`src/rtl/mul12u_err_monitor_pkg.sv`:
```
// Shared widths, FSM states and pipeline bundles
// for the 12x12 multiplier error monitor.
package mul12_eval_pkg;

  localparam int W     = 12;
  localparam int PW    = 2 * W;
  localparam int DW    = PW + 1;
  localparam int N_MAX = 65536;

  // Counter width able to hold the value n itself.
  function automatic int cnt_w_f(input int n);
    return $clog2(n + 1);
  endfunction

  localparam int CNT_W = cnt_w_f(N_MAX);
  localparam int ACC_W = PW + CNT_W;

  typedef enum logic [1:0] {
    IDLE,
    RUN,
    DRAIN,
    DONE
  } state_e;

  typedef struct packed {
    logic [W-1:0]  a;
    logic [W-1:0]  b;
    logic [PW-1:0] exact;
    logic [PW-1:0] approx;
  } s1_t;

  typedef struct packed {
    logic [W-1:0]  a;
    logic [W-1:0]  b;
    logic [DW-1:0] d;
    logic [PW-1:0] absd;
  } s2_t;

endpackage

```
`src/rtl/mul12u_err_monitor_if.sv`:
```
// Sample stream from the multiplier under test:
// operands, approximate product, valid/ready.
interface mul12u_err_monitor_if;
  import mul12_eval_pkg::*;

  logic          in_valid;
  logic          in_ready;
  logic [W-1:0]  in_a;
  logic [W-1:0]  in_b;
  logic [PW-1:0] in_approx;

  modport master (
    output in_valid,
    output in_a,
    output in_b,
    output in_approx,
    input  in_ready
  );

  modport slave (
    input  in_valid,
    input  in_a,
    input  in_b,
    input  in_approx,
    output in_ready
  );

endinterface

```
`src/rtl/mul12u_err_monitor_err_stage.sv`:
```
// Two-stage datapath: exact product (S1), then
// signed difference and its magnitude (S2).
module mul12_err_stage
  import mul12_eval_pkg::*;
(
  input  logic          clk,
  input  logic          rst,
  input  logic          i_flush,
  input  logic          i_valid,
  input  logic [W-1:0]  i_a,
  input  logic [W-1:0]  i_b,
  input  logic [PW-1:0] i_approx,
  output logic          o_valid,
  output logic          o_pending,
  output s2_t           o_s2
);

  s1_t                  r_s1;
  logic                 r_s1_v;
  s2_t                  r_s2;
  logic                 r_s2_v;

  logic [PW-1:0]        w_exact;
  logic signed [DW-1:0] w_d;
  logic [PW-1:0]        w_abs;

  assign w_exact = PW'(i_a) * PW'(i_b);

  assign w_d = $signed({1'b0, r_s1.approx})
             - $signed({1'b0, r_s1.exact});

  assign w_abs = w_d[DW-1] ? PW'(-w_d) : PW'(w_d);

  // S1: capture operands and the exact product.
  always_ff @(posedge clk or posedge rst) begin
    if (rst) begin
      r_s1_v <= 1'b0;
      r_s1   <= '0;
    end else begin
      r_s1_v <= i_valid & ~i_flush;
      if (i_valid) begin
        r_s1.a      <= i_a;
        r_s1.b      <= i_b;
        r_s1.exact  <= w_exact;
        r_s1.approx <= i_approx;
      end
    end
  end

  // S2: signed error and magnitude.
  always_ff @(posedge clk or posedge rst) begin
    if (rst) begin
      r_s2_v <= 1'b0;
      r_s2   <= '0;
    end else begin
      r_s2_v <= r_s1_v & ~i_flush;
      if (r_s1_v) begin
        r_s2.a    <= r_s1.a;
        r_s2.b    <= r_s1.b;
        r_s2.d    <= w_d;
        r_s2.absd <= w_abs;
      end
    end
  end

  assign o_valid   = r_s2_v;
  assign o_pending = r_s1_v | r_s2_v;
  assign o_s2      = r_s2;

endmodule

```
`src/rtl/mul12u_err_monitor.sv`:
```
// Error-statistics collector: run FSM plus
// |err|, bias, worst-case and count accumulators.
module mul12u_err_monitor
  import mul12_eval_pkg::*;
#(
  parameter int N_SAMPLES = 4096
)
(
  input  logic                    clk,
  input  logic                    rst,
  input  logic                    start,
  mul12u_err_monitor_if.slave     s_in,
  output logic                    busy,
  output logic                    done,
  output logic [ACC_W-1:0]        sum_abs_err,
  output logic signed [ACC_W:0]   sum_err,
  output logic [PW-1:0]           max_err,
  output logic [W-1:0]            max_a,
  output logic [W-1:0]            max_b,
  output logic [CNT_W-1:0]        err_cnt,
  output logic [CNT_W-1:0]        sample_cnt
);

  localparam logic [CNT_W-1:0] LAST =
    CNT_W'(N_SAMPLES - 1);

  state_e              r_state;
  state_e              w_next;

  logic [ACC_W-1:0]    r_sum_abs;
  logic [ACC_W:0]      r_sum_err;
  logic [PW-1:0]       r_max;
  logic [W-1:0]        r_max_a;
  logic [W-1:0]        r_max_b;
  logic [CNT_W-1:0]    r_err_cnt;
  logic [CNT_W-1:0]    r_smp_cnt;

  logic                w_accept;
  logic                w_last;
  logic                w_s2_v;
  logic                w_pending;
  s2_t                 w_s2;
  logic [ACC_W:0]      w_d_ext;

  assign s_in.in_ready = (r_state == RUN);

  // A restart takes priority over a same-cycle sample.
  assign w_accept = s_in.in_valid & s_in.in_ready & ~start;
  assign w_last   = w_accept & (r_smp_cnt == LAST);

  assign w_d_ext = {{(ACC_W + 1 - DW){w_s2.d[DW-1]}}, w_s2.d};

  mul12_err_stage u_stage (
    .clk       (clk),
    .rst       (rst),
    .i_flush   (start),
    .i_valid   (w_accept),
    .i_a       (s_in.in_a),
    .i_b       (s_in.in_b),
    .i_approx  (s_in.in_approx),
    .o_valid   (w_s2_v),
    .o_pending (w_pending),
    .o_s2      (w_s2)
  );

  // Run state register.
  always_ff @(posedge clk or posedge rst) begin
    if (rst) r_state <= IDLE;
    else     r_state <= w_next;
  end

  // Next state: start always (re)enters RUN.
  always_comb begin
    w_next = r_state;
    if (start) begin
      w_next = RUN;
    end else begin
      unique case (r_state)
        IDLE:  w_next = IDLE;
        RUN:   if (w_last) w_next = DRAIN;
        DRAIN: if (!w_pending) w_next = DONE;
        DONE:  w_next = IDLE;
      endcase
    end
  end

  // Accumulators: cleared by start, updated from S2.
  always_ff @(posedge clk or posedge rst) begin
    if (rst) begin
      r_sum_abs <= '0;
      r_sum_err <= '0;
      r_max     <= '0;
      r_max_a   <= '0;
      r_max_b   <= '0;
      r_err_cnt <= '0;
      r_smp_cnt <= '0;
    end else if (start) begin
      r_sum_abs <= '0;
      r_sum_err <= '0;
      r_max     <= '0;
      r_max_a   <= '0;
      r_max_b   <= '0;
      r_err_cnt <= '0;
      r_smp_cnt <= '0;
    end else begin
      if (w_accept)
        r_smp_cnt <= r_smp_cnt + CNT_W'(1);
      if (w_s2_v) begin
        r_sum_abs <= r_sum_abs + ACC_W'(w_s2.absd);
        r_sum_err <= r_sum_err + w_d_ext;
        if (w_s2.absd != '0)
          r_err_cnt <= r_err_cnt + CNT_W'(1);
        // Strictly greater: ties keep the earliest operands.
        if (w_s2.absd > r_max) begin
          r_max   <= w_s2.absd;
          r_max_a <= w_s2.a;
          r_max_b <= w_s2.b;
        end
      end
    end
  end

  assign busy        = (r_state == RUN) | (r_state == DRAIN);
  assign done        = (r_state == DONE);
  assign sum_abs_err = r_sum_abs;
  assign sum_err     = $signed(r_sum_err);
  assign max_err     = r_max;
  assign max_a       = r_max_a;
  assign max_b       = r_max_b;
  assign err_cnt     = r_err_cnt;
  assign sample_cnt  = r_smp_cnt;

endmodule

```
`src/flat_wrapper.sv`:
```
// flat-port wrapper written by rule: the top's interface ports become plain ports
module mul12u_err_monitor_flat import mul12_eval_pkg::*;
#(
  parameter int N_SAMPLES = 4096
)
  (clk, rst, start, busy, done, sum_abs_err, sum_err, max_err, max_a, max_b, err_cnt, sample_cnt, s_in_in_valid, s_in_in_a, s_in_in_b, s_in_in_approx, s_in_in_ready);
  mul12u_err_monitor_if s_in_i ();
  input  logic clk;
  input  logic rst;
  input  logic start;
  output logic busy;
  output logic done;
  output logic [ACC_W-1:0] sum_abs_err;
  output logic signed [ACC_W:0] sum_err;
  output logic [PW-1:0] max_err;
  output logic [W-1:0] max_a;
  output logic [W-1:0] max_b;
  output logic [CNT_W-1:0] err_cnt;
  output logic [CNT_W-1:0] sample_cnt;
  input wire logic [$bits(s_in_i.in_valid)-1:0] s_in_in_valid;
  input wire logic [$bits(s_in_i.in_a)-1:0] s_in_in_a;
  input wire logic [$bits(s_in_i.in_b)-1:0] s_in_in_b;
  input wire logic [$bits(s_in_i.in_approx)-1:0] s_in_in_approx;
  output wire logic [$bits(s_in_i.in_ready)-1:0] s_in_in_ready;
  assign s_in_i.in_valid = s_in_in_valid;
  assign s_in_i.in_a = s_in_in_a;
  assign s_in_i.in_b = s_in_in_b;
  assign s_in_i.in_approx = s_in_in_approx;
  assign s_in_in_ready = s_in_i.in_ready;
  mul12u_err_monitor #(.N_SAMPLES(N_SAMPLES)) u_core (.clk(clk), .rst(rst), .start(start), .s_in(s_in_i), .busy(busy), .done(done), .sum_abs_err(sum_abs_err), .sum_err(sum_err), .max_err(max_err), .max_a(max_a), .max_b(max_b), .err_cnt(err_cnt), .sample_cnt(sample_cnt));
endmodule
```
`config.mk`:
```
export PLATFORM = sky130hd
export DESIGN_NAME = mul12u_err_monitor_flat
export DESIGN_NICKNAME = d
export VERILOG_FILES = /design/src/rtl/mul12u_err_monitor_pkg.sv /design/src/rtl/mul12u_err_monitor_if.sv /design/src/rtl/mul12u_err_monitor_err_stage.sv /design/src/rtl/mul12u_err_monitor.sv /design/src/flat_wrapper.sv
export SDC_FILE = /design/constraint.sdc
export NUM_CORES = 1
export LEC_CHECK = 0
export BUFFER_PORTS_ARGS = -buffer_cell sky130_fd_sc_hd__buf_2
export CORE_UTILIZATION = 61
export DETAILED_ROUTE_END_ITERATION = 8
export GPL_TIMING_DRIVEN = 0
export PLACE_DENSITY = 0.82
export RECOVER_POWER = 25
export SLEW_MARGIN = 15
export SYNTH_ARGS = -nofsm -noshare
export SYNTH_HDL_FRONTEND = slang
export SYNTH_SLANG_ARGS = --single-unit
```
`constraint.sdc`:
```
create_clock -name clk -period 10.2 [get_ports clk]
set_clock_uncertainty 0.05 [all_clocks]
set_input_delay 0.51 -clock clk [delete_from_list [all_inputs] [get_ports clk]]
set_output_delay 0.51 -clock clk [all_outputs]
set_load 0.02 [all_outputs]
```
==> results_dict.tcl <==
set metrics [dict create \
    first_pass_iters 6 \
    worst_hold_path_type "input pin to flop" \
    violations "capacitance limit, slew limit" \
    clock-sinks 313 \
    layout.cells.most_common "nand2_1" \
    timing.final.hold_violations 0 \
    fraction_of_layout_instances_using_a_drive_strength_above_1_pct 12.57 \
    chipWidth_um 197.5 \
    area.growth.synth_to_final_pct 12.79 \
    path_clk_slew_ns 0.06 \
    io_port_bufs 219 \
    whs_endpoint "u_core.u_stage.r_s1[14]$_DFFE_PP0P_" \
    num-nets-final 3157 \
    fmax_mhz 146.4 \
    synthArstFlopShare_pct 100.0 \
    worst_pin_slew_ns 5.543 \
    path_cells "dlygate4sd3_1 -> buf_2 -> clkinvlp_2 -> clkbuf_1" \
    final-max-slew-violation-count 225 \
    setup-violations-final 0 \
    synth_seq_cells 313 \
    synth_top_cells_by_area "dfrtp_1, ha_1, fa_1, nand2_1, mux2i_1" \
    final_cells 3352 \
    net-switching-power_mw 3.706 \
    setup_repair_after_global_routing_missed_its_margin "false" \
    critPathBufInv 4 \
    dieArea_um2 38990 \
    synth.yosys.seq_area_share_pct 33.61 \
    worstHoldPathCells 3 \
    leading_cell_types_in_the_layout_fill_and_taps_excluded "nand2_1, dfrtp_1, buf_2, inv_1, ha_1" \
    design.portCount 220 \
    placeable_core_region_um2 37670 \
    slew_headroom_pct -269.5 \
    clockBufferDepth 3 \
    total_leakage_power_nw 13.02 \
    synth_nets 2897 \
    ys.warnings.count 0 \
    min-delay-start "s_in_in_approx[14]" \
    crit_path_start_kind "input pin" \
    netlist-cell-type-count 86 \
    post-place-cells 3294 \
    worst-endpoint-arrival_ns 6.08 \
    h_tree_depth 2 \
    worstRegToRegCells 13 \
    gp_routability_congestion 0.9758 \
    global_route_wire_length_before_repair_mm 100.9 \
    switching_share_pct 46.46 \
    storage_cell_area_um2 7833 \
    period_needed_ns 6.831 \
    vdd.ir_drop.worst_mv 0.2247 \
    pwr-share-clk_pct 16.8 \
    dieHeight_um 197.5 \
    hpwl_mm 49.28 \
    grt_overflow 0 \
    final_worst_path_cycle_share_pct 66.97 \
    cts-buffers-inserted 35 \
    cts_resized 0 \
    slowest_stage "clkbuf_1" \
    track_usage_pct 32.83 \
    synth_edf_count 0 \
    largest_fanout_on_the_critical_path 105 \
    worstReg2RegStart "u_core.u_stage.o_s2[24]$_DFFE_PP0P_" \
    status "complete, but fails checks" \
    vias 19981 \
    route.detailed.vias_per_inst 5.961 \
    cap_viol_max_count 3 \
    worst_path_largest_cell_delay_ns 3.91 \
    netlist.area_leader.share_pct 33.61 \
    drt-wirelength-per-cell_um 19.07 \
    synth_cells 2561 \
    r2r-end "u_core.sum_err[38]$_DFFE_PP0P_" \
    grt_antenna_before_repair 1 \
    std_cell_rows 71 \
    power.share.combinational_pct 59.0 \
    clock_latency_ns 0.54 \
    worst_ep_required_time_ns 9.45 \
    p_int_mw 4.270 \
    cp-end-kind "async pin" \
    share_of_power_burned_in_registers_pct 24.2 \
    final.fill_count 3006 \
    syn_avg_cell_area_um2 9.100 \
    synth.largest_area_cell "dfrtp_1" \
    initial_core_util_pct 61.88 \
    cts_tree "yes" \
    grt_pass1_vias 19534 \
    synth_top_flop_cell "dfrtp_1" \
    routed_wl_mm 63.94 \
    p_per_area_nw_per_um2 303.4 \
    r2r_slack_ns 6.05 \
    residual_drc 0 \
    multi_input_comb_area_um2 14250 \
    drt_iter0_drc 1472 \
    n_antenna_cell 0 \
    critical_path.top_delay_family "buffers and inverters" \
    worstSetupPathType "input pin to async pin" \
    clk_root_buffer_cell "clkbuf_16" \
    netlist_area_um2 23310 \
    grt_max_degree 106 \
    postRouteAntennaNets 0 \
    post-route-util_pct 69.79 \
]
[timing repair]
action,in CTS,in global routing
hold buffers,1,0
endpoints found under the hold margin,31,0
setup buffers,0,0
[cells in the mapped netlist (all sizes together), types with 30 or more instances]
cell type and count:
a21o 55, a21oi 130, and2 70, and3 30, clkbuf 92, dfrtp 313, fa 103, ha 181
inv 215, mux2 46, mux2i 84, nand2 360, nand2b 112, nand3 36, nor2 179, nor3 31
o21ai 106, or3 35, xnor2 66, xor2 57
[worst register-to-register path, cell delays in order (launching register included)]
cell and delay (ns):
dfrtp_1 0.51, ha_1 0.31, fa_1 0.43, a21o_1 0.20, a221oi_1 0.40, o21ba_2 0.23
o31ai_1 0.15, o211ai_1 0.32, a211oi_1 0.15, or2_2 0.28, clkbuf_1 0.18, a211oi_1 0.50
a211o_1 0.21, o211ai_1 0.09
[routing by layer]
layer | global-route usage [%] | share of wire [%] | vias up
met5 | 0 | 0.020 | -
met4 | 11.69 | 3.3 | 2
met3 | 4.695 | 7.7 | 142
met2 | 55.24 | 48 | 810
met1 | 43.25 | 41 | 9812
li1 | - | - | 9215
[state kept, by name, summed over array words and instances, names as in the netlist]
signal                  cells
u_core.err_cnt             17
u_core.max_a               12
u_core.max_b               12
u_core.max_err             24
u_core.r_state              2
u_core.sample_cnt          17
u_core.sum_abs_err         41
u_core.sum_err             42
u_core.u_stage.o_s2        72
u_core.u_stage.o_valid      1
u_core.u_stage.r_s1        72
u_core.u_stage.r_s1_v       1
[kinds of logic (layout without fill, tap and decap cells)]
logic type / count (synthesis) / after routing / synth area share [%]
and+or+nand+nor: 929 / 929 / 19.07
AOI/OAI and AO/OA: 460 / 460 / 13.05
buffers and inverters: 322 / 602 / 5.261
DFF: 313 / 313 / 33.61
adders and majority gates: 284 / 284 / 18.56
muxes: 130 / 130 / 5.830
xor gates and xnor gates: 123 / 123 / 4.622
[layout make-up]
cell class,count,area share (%)
clock buffers,45,3.784
multi-input cells,1926,54.20
flip-flops and latches,313,29.80
well taps,511,2.432
repair buffers,223,4.341
clock inverters,12,0.7759
inverters,216,3.089
plain buffers,106,1.580
[power groups by stage]
stage / Sequential [mW] / Combinational [mW] / Clock [mW]
finish: 1.93 / 4.71 / 1.34
global route: 1.97 / 5.20 / 1.39
CTS: 1.92 / 4.65 / 1.35
detailed placement: 1.94 / 4.59 / 0
global placement: 1.92 / 4.44 / 0
floorplan: 1.85 / 3.50 / 0
[worst max path at each step]
stage,start,endpoint,cells after the start
after floorplan,rst,u_core.err_cnt[0]$_DFFE_PP0P_,1
after global placement,rst,u_core.sample_cnt[3]$_DFFE_PP0P_,2
after detailed placement,s_in_in_a[0],u_core.u_stage.r_s1[47]$_DFFE_PP0P_,21
after CTS,s_in_in_a[0],u_core.u_stage.r_s1[47]$_DFFE_PP0P_,21
after global routing,rst,u_core.sum_abs_err[11]$_DFFE_PP0P_,4
final,rst,u_core.err_cnt[1]$_DFFE_PP0P_,4
[per-stage QoR]
| step | instance area [um^2] | setup slack [ns] | hold slack (ns) | total power [mW] | TNS [ns] |
|---|---|---|---|---|---|
| 3_5_place_dp | 25130 | 3.638 | 0.4082 | 6.533 | 0 |
| 2_1_floorplan | 23310 | 0.9822 | 0.3901 | 5.350 | 0 |
| 3_3_place_gp | 25040 | -2.147 | 0.4082 | 6.359 | -659.06 |
| 5_1_grt | 26290 | 2.146 | 0.1199 | 8.558 | 0 |
| 6_report | 26290 | 3.369 | 0.1176 | 7.976 | 0 |
| 4_1_cts | 26340 | 4.199 | 0.1039 | 7.924 | 0 |
Power figures use the tool's default switching activity.
